===== src/rtl/inst_fetcher.sv =====
// Fetch stage: owns the PC, issues one ICache word fetch at a time, predicts the next PC
// (2-bit BHT for branches, JAL taken, everything else fall-through) and buffers one instruction for the IQ.
module inst_fetcher #(
  parameter logic [31:0] RESET_PC  = 32'h0,
  parameter int unsigned BHT_IDX_W = 8
) (
  input  logic        clk,
  input  logic        rst,
  input  logic        rdy,
  output logic        IC_req_valid,
  output logic [31:0] IC_req_addr,
  input  logic        IC_resp_valid,
  input  logic [31:0] IC_resp_inst,
  input  logic        IQ_is_full,
  output logic        IQ_input_valid,
  output logic [31:0] IQ_inst,
  output logic [31:0] IQ_inst_pc,
  output logic        IQ_predicted_to_jump,
  output logic [31:0] IQ_predicted_pc,
  input  logic        ROB_roll_back_flag,
  input  logic [31:0] ROB_target_pc,
  input  logic        ROB_br_commit,
  input  logic [31:0] ROB_br_pc,
  input  logic        ROB_br_taken
);

  localparam int unsigned BHT_SIZE = 1 << BHT_IDX_W;
  localparam logic [6:0] OP_JAL    = 7'b1101111;
  localparam logic [6:0] OP_BRANCH = 7'b1100011;

  typedef enum logic [1:0] {IDLE, WAIT, DROP} state_t;

  state_t                 state;
  logic [31:0]            pc;
  logic                   buf_valid;
  logic [1:0]             bht [BHT_SIZE];

  logic [BHT_IDX_W-1:0]   fetch_idx;
  logic [BHT_IDX_W-1:0]   commit_idx;
  logic [31:0]            j_imm;
  logic [31:0]            b_imm;
  logic                   pred_taken;
  logic [31:0]            pred_pc;
  logic                   unused_br_pc_bits;

  assign fetch_idx         = IC_req_addr[BHT_IDX_W+1:2];
  assign commit_idx        = ROB_br_pc[BHT_IDX_W+1:2];
  assign unused_br_pc_bits = ^{ROB_br_pc[31:BHT_IDX_W+2], ROB_br_pc[1:0]};

  assign j_imm = {{11{IC_resp_inst[31]}}, IC_resp_inst[31], IC_resp_inst[19:12],
                  IC_resp_inst[20], IC_resp_inst[30:21], 1'b0};
  assign b_imm = {{19{IC_resp_inst[31]}}, IC_resp_inst[31], IC_resp_inst[7],
                  IC_resp_inst[30:25], IC_resp_inst[11:8], 1'b0};

  // IC_req_addr is the PC of the word in flight, so it drives both BHT lookup and target math.
  always_comb begin
    pred_taken = 1'b0;
    pred_pc    = IC_req_addr + 32'd4;
    case (IC_resp_inst[6:0])
      OP_JAL: begin
        pred_taken = 1'b1;
        pred_pc    = IC_req_addr + j_imm;
      end
      OP_BRANCH: begin
        if (bht[fetch_idx][1]) begin
          pred_taken = 1'b1;
          pred_pc    = IC_req_addr + b_imm;
        end
      end
      default: ;
    endcase
  end

  assign IQ_input_valid = buf_valid & ~IQ_is_full & rdy & ~ROB_roll_back_flag;

  always_ff @(posedge clk) begin
    if (rst) begin
      for (int unsigned i = 0; i < BHT_SIZE; i++) bht[i] <= 2'b01;
    end else if (rdy && ROB_br_commit) begin
      if (ROB_br_taken) begin
        if (bht[commit_idx] != 2'b11) bht[commit_idx] <= bht[commit_idx] + 2'd1;
      end else begin
        if (bht[commit_idx] != 2'b00) bht[commit_idx] <= bht[commit_idx] - 2'd1;
      end
    end
  end

  always_ff @(posedge clk) begin
    if (rst) begin
      state                <= IDLE;
      pc                   <= RESET_PC;
      buf_valid            <= 1'b0;
      IC_req_valid         <= 1'b0;
      IC_req_addr          <= '0;
      IQ_inst              <= '0;
      IQ_inst_pc           <= '0;
      IQ_predicted_to_jump <= 1'b0;
      IQ_predicted_pc      <= '0;
    end else if (rdy) begin
      if (ROB_roll_back_flag) begin
        buf_valid <= 1'b0;
        pc        <= ROB_target_pc;
        case (state)
          WAIT: begin
            if (IC_resp_valid) begin
              IC_req_valid <= 1'b0;
              state        <= IDLE;
            end else begin
              state <= DROP;
            end
          end
          // A stale reply landing together with a rollback is consumed, so DROP has nothing left to wait for.
          DROP: begin
            if (IC_resp_valid) begin
              IC_req_valid <= 1'b0;
              state        <= IDLE;
            end
          end
          default: ;
        endcase
      end else begin
        if (IQ_input_valid) buf_valid <= 1'b0;
        case (state)
          IDLE: begin
            if (!buf_valid || IQ_input_valid) begin
              IC_req_valid <= 1'b1;
              IC_req_addr  <= pc;
              state        <= WAIT;
            end
          end
          WAIT: begin
            if (IC_resp_valid) begin
              IQ_inst              <= IC_resp_inst;
              IQ_inst_pc           <= IC_req_addr;
              IQ_predicted_to_jump <= pred_taken;
              IQ_predicted_pc      <= pred_pc;
              buf_valid            <= 1'b1;
              pc                   <= pred_pc;
              IC_req_valid         <= 1'b0;
              state                <= IDLE;
            end
          end
          DROP: begin
            if (IC_resp_valid) begin
              IC_req_valid <= 1'b0;
              state        <= IDLE;
            end
          end
          default: state <= IDLE;
        endcase
      end
    end
  end

endmodule

===== config.mk =====
export PLATFORM = sky130hd
export DESIGN_NAME = inst_fetcher
export DESIGN_NICKNAME = d
export VERILOG_FILES = /design/src/rtl/inst_fetcher.sv
export SDC_FILE = /design/constraint.sdc
export NUM_CORES = 2
export LEC_CHECK = 0
export ABC_AREA = 1
export BUFFER_PORTS_ARGS = -buffer_cell sky130_fd_sc_hd__buf_2
export CAP_MARGIN = 0
export CORE_MARGIN = 2
export CORE_UTILIZATION = 51
export DETAILED_ROUTE_END_ITERATION = 10
export PLACE_DENSITY = 0.68
export RECOVER_POWER = 50
export SLEW_MARGIN = 0
export SYNTH_ARGS = -nofsm -noshare
export SYNTH_HDL_FRONTEND = slang
export SYNTH_SLANG_ARGS = --single-unit

===== constraint.sdc =====
create_clock -name clk -period 3.55 [get_ports clk]
set_clock_uncertainty 0.05 [all_clocks]
set_input_delay 0.355 -clock clk [delete_from_list [all_inputs] [get_ports clk]]
set_output_delay 0.355 -clock clk [all_outputs]
set_load 0.01 [all_outputs]

# ---- Word-level counts from Yosys, hierarchy flattened
# Memories as Yosys holds them, arrays and structs flattened. A register that Yosys moved wholly into a read port is not among the register bits.
# Index checks and enable logic that the tools add are counted.
# W data, S select, Z words.
dict set report totals {
  ff_bits 165
  mem_bits_rw 512
  memories 1
}
# memory words word_bits rd rd_ports_with_merged_regs write_ports line_no
set memory_table {}
lappend memory_table {bht 256 2 2 1 256 36} ;# logic [1:0] bht [BHT_SIZE];
dict set report op_classes {
  add_sub_neg 5
  n_eq_ne 8
  muxes 40
  bitwise 6
  n_reduce_logical 15
}
# operator count
set ops {}
lappend ops {{$mux W32} 4}
lappend ops {{$add A32 B32 Y32} 2}
lappend ops {{$pmux W32 S2} 1}
lappend ops {{$add A32 B3 Y32 const B} 1}
lappend ops {{$mux W8} 3}
lappend ops {{$mux W1} 22}
lappend ops {{$eq A7 B7 Y1 const B} 2}
lappend ops {{$mux W2} 6}
lappend ops {{$reduce_and A4 Y1} 3}
lappend ops {{$pmux W2 S2} 2}
lappend ops {{$reduce_bool A2 Y1} 4}
lappend ops {{$reduce_and A3 Y1} 2}
lappend ops {{$ne A2 B2 Y1 const B} 2}
lappend ops {{$pmux W1 S2} 2}
lappend ops {{$reduce_or A2 Y1} 2}
lappend ops {{$and A1 B1 Y1} 3}
lappend ops {{$ne A3 B1 Y1 const B} 1}
lappend ops {{$ne A3 B3 Y1 const B} 1}
lappend ops {{$add A2 B1 Y2 const B} 1}
lappend ops {{$eq A2 B1 Y1 const B} 1}
lappend ops {{$eq A2 B2 Y1 const B} 1}
lappend ops {{$logic_not A2 Y1} 1}
lappend ops {{$not A1 Y1} 2}
lappend ops {{$sub A2 B1 Y2 const B} 1}
lappend ops {{4 further kinds} 4}

# ---- Longest topological paths before layout
# An unclocked memory read counts as a cell.
dict set report depth {
  ltp_word 10
  ltp_mapped 22
}

# ---- Least setup slack after synthesis
# OpenSTA, ideal clock, no wires.
dict set report synth_path {
  path_kind {input to register}
  startpoint {input port ROB_br_pc[3]}
  endpoint {memory bht[151][0], enable pin}
  setup_time_ns 0.298
  t_arrival_ns 2.350
  required_ns 3.202
  path_slack_ns 0.853
  cell_stages 20
  n_path_buf 4
  cell_sequence {nand2_2 -> inv_2 -> buf_2 -> buf_2 -> a22oi_1 -> nand2_1 -> nand2_1 -> nand2_1 -> o21a_1 -> nor2_1 -> nand2_1 -> nor2_2 -> nand3_2 -> nand2_1 -> nand2_1 -> nand2_2 -> buf_4 -> buf_4 -> nand3_1 -> nand2_1}
}
# item line_no
set synth_lines {}
lappend synth_lines {{start, declared} 23} ;# input logic [31:0] ROB_br_pc,
lappend synth_lines {{end, declared} 36}

==> implementation parameters <==
Parameter                              Value

Run status
  Run status ... finished clean

Drt
  Met2 WL post-DR ... 62.0 mm
  Average wire per cell in the routed design ... 22.6 µm
  Count of nets left with antenna violations after detail routing ... 0
  Amount of wire on met3 after detailed routing ... 14.5 mm
  Met1 Wirelength ... 51.8 mm
  Final wirelength ... 136 mm
  Drt first-iter violations ... 4751
  DRC Markers ... 0
  Drt first pass iters ... 9
  Top routing layer used ... met4
  Number of vias after detailed routing ... 37552
  Avg Vias per Cell ... 6.25

STA
  Final count of negative-setup-slack endpoints ... 0
  Transition at the pin with the smallest max-transition slack ... 1390 ps
  Final min period ... 3370 ps
  Achievable clock frequency ... 0.297 GHz
  Remaining max-slew budget at the tightest pin ... 7.19%
  Slew Viols, Final ... 0
  Setup slack after layout ... 180 ps
  Period utilization ... 94.9%
  Final hold viol count ... 0
  Setup repair after global routing missed its margin ... no

Placement
  Minimum setup slack after placement ... -96.9 ps
  DP HPWL ... 89.0 mm
  Number of buffers inserted by port buffering ... 210
  Final estimated routing congestion in global placement ... 1.05
  # placed instances ... 5834
  DP Area ... 0.0421 mm²

Floorplan
  Die area ... 0.0781 mm²
  Boundary pin count ... 235
  Core footprint ... 0.0756 mm²
  Vertical die dimension ... 280 µm
  Initial Utilization ... 51.2%
  Die X ... 280 µm
  Row count ... 101

Global routing
  Wire length of the first global-routing pass ... 204 mm
  Global route overflow ... 0
  GRT Util Overall ... 34.0%
  Pin count of the biggest net entering global routing ... 173
  Number of global-route vias before repair ... 35378
  Initial antenna violation count ... 1

Worst setup path
  Data arrival time of the critical path ... 3630 ps
  Reg-to-reg setup timing slack ... 210 ps
  Critical-path maximum fanout ... 172
  R2r startpoint ... bht[148][1]$_SDFFCE_PN0P_
  Required time at the worst-slack endpoint ... 3810 ps
  Critical Path Source ... ROB_br_pc[3]
  Launching element type of the critical path ... primary input
  Length in cells of the worst reg-to-reg path ... 17
  Terminus of the critical flop-to-flop path ... bht[242][1]$_SDFFCE_PN0P_
  Critical path type ... in -> reg
  Endpoint class of the critical path ... flop

Finish
  Final standard cell utilization of the core ... 59.1%
  Non-filler cells, final ... 6009
  Total number of nets in the final design ... 5121
  Cell area after layout ... 0.0447 mm²
  Fraction of final layout cells with drive strength greater than 1 ... 9.92%
  Layout Area Growth over Synthesis ... 15.4%

Power and ir drop
  Total power density per cell area ... 468 mW/mm²
  Static leakage ... 17.0 nW
  Worst vdd rail ir drop ... 0.000358 V
  Total design power ... 20.9 mW

Clock network
  CTS sink count ... 684
  Number of buffers created by CTS ... 77
  Bufs on Longest Clock Path ... 3
  Clock transition at the register clock pins on the worst setup and hold paths after CTS ... 60 ps
  PostCTS Resize Cnt ... 0
  Worst-skew pair later-pin latency ... 650 ps
  H-tree depth reported by CTS ... 3
  CTS tree ... built
  Clock root buffer ... clkbuf_16

Worst hold path
  WHS Path Cells ... 5
  Worst Hold End ... pc[15]$_SDFFE_PP0P_
  Classification of the worst-slack hold path ... in -> reg
  Worst hold path startpoint ... ROB_target_pc[15]

Logic synthesis
  Largest cells by area after synthesis ... edfxtp_1, nand2_1, nand3_1, dfxtp_1, nor2_1
  FF+latch count, synth ... 684
  Cell area after synthesis ... 0.0387 mm²
  Synth cell types ... 41
  Synth warnings ... 0
  Sequential-to-total area share from yosys stat ... 48.6%
  Main flop type after synthesis ... edfxtp_1
  Mean Syn Cell Area ... 8.03 µm²
  Share of the synthesized area in the top cell type ... 39.7%
  Syn Inst Count ... 4823
  Cell type with the largest total area after synthesis ... edfxtp_1
  Share of async-settable or async-resettable flops after synthesis ... 0%
  Number of enable-type register cells in the synthesized netlist ... 512
  Number of nets produced by synthesis ... 4977

Flow run
  Max-capacitance violation count ... 0
==> worst max path at each step <==
stage,end,depth (start not counted),slack [ps]
finish,bht[21][0]$_SDFFCE_PN1P_,18,180
global route,pc[14]$_SDFFE_PP0P_,18,10
global placement,bht[202][0]$_SDFFCE_PN1P_,22,-30
detailed placement,bht[236][0]$_SDFFCE_PN1P_,18,-100
CTS,pc[8]$_SDFFE_PP0P_,18,350
floorplan,bht[151][0]$_SDFFCE_PN1P_,20,850
==> cell usage in the layout (no fill, tap or decap), types with 3 or more instances in the layout <==
cell	n
bufinv_16	5
buf_2	85
nand3_1	689
clkinv_1	10
inv_2	4
dfxtp_1	169
clkbuf_4	3
o22ai_1	9
a21o_1	4
o21bai_1	9
nand2_1	1106
nor2_4	21
buf_4	167
a21oi_1	178
inv_6	4
clkbuf_1	161
dlygate4sd3_1	32
or2_2	9
nor3_1	18
xnor2_1	9
clkbuf_8	10
ha_1	48
clkbuf_2	4
o21ai_0	177
nor2_2	17
clkbuf_16	77
o211ai_1	35
clkinv_2	9
a21boi_0	4
edfxtp_1	512
a31oi_1	10
nand4_1	290
buf_12	67
xor2_1	40
inv_1	231
nor2_1	509
nor4_1	11
a22oi_1	256
==> cells in the mapped netlist, drive strengths merged, types with 18 or more instances <==
master,count
xor2,40
buf,138
a21oi,178
nand2,1107
edfxtp,512
nor2,547
inv,238
o211ai,35
clkbuf,295
dfxtp,172
nand3,691
o21ai,178
a22oi,256
nor3,18
ha,48
nand4,290
==> per-stage QoR <==
stage	TNS, ps	hold WS [ps]
floorplan	0	392
global placement	-1250	399
detailed placement	-9170	402
CTS	0	7.69
global route	0	26.1
finish	0	42.6
==> sequential cells by signal (all words and copies together) (netlist names), named ones only <==
name                  cells
IC_req_addr              32
IC_req_valid              1
IQ_inst                  32
IQ_inst_pc               32
IQ_predicted_pc          31
IQ_predicted_to_jump      1
bht                     512
buf_valid                 1
pc                       32
state                     2
==> worst max-delay path: stages <==
cell      delay, ps
clkbuf_2        170
inv_1            90
nor2_4          260
buf_4           220
buf_4           190
a22oi_1          90
nand2_1          80
nand2_1          50
nand4_1         260
nand2_1         110
nand2_1          70
nand2_1          40
nand2_1          60
inv_1            70
nand3_4          80
buf_4           130
buf_8           710
nand4_1         230
==> where the power goes <==
group	total (mW)	internal (mW)	switching, mW
sequential	8.93	8.77	0.161
combinational	4.01	1.25	2.76
clock	7.99	4.61	3.38
total	20.9	14.6	6.30
==> area by class of cell <==
cell class	instances	area [µm²]
Antenna cell	2	5.00
Tap cell	978	1220
Fill cell	6654	30900
Clock buffer	109	2150
Clock inverter	32	345
Inverter	239	910
Multi-Input combinational cell	3467	17300
Timing Repair Buffer	498	3920
Sequential cell	684	18800
==> layer usage <==
layer	vias to the layer above	GRT usage [%]
li1	17213	-
met1	17689	44.5
met2	2200	54.1
met3	450	6.33
met4	0	17.0
met5	-	0
==> logic make-up after synthesis <==
logic type                 share of synthesized area [%]
and+or+nand+nor                                     30.3
AOI/OAI and AO/OA                                   11.0
DFF                                                 48.6
buffers and inverters                               7.29
adders and majority gates                           1.65
xor gates and xnor gates                            1.11
==> timing repair <==
item                                   4_1_cts  5_1_grt
endpoints found under the hold margin       31        0
buffers inserted                             0        0
hold buffers                                32        0
Power figures use the tool's default switching activity.
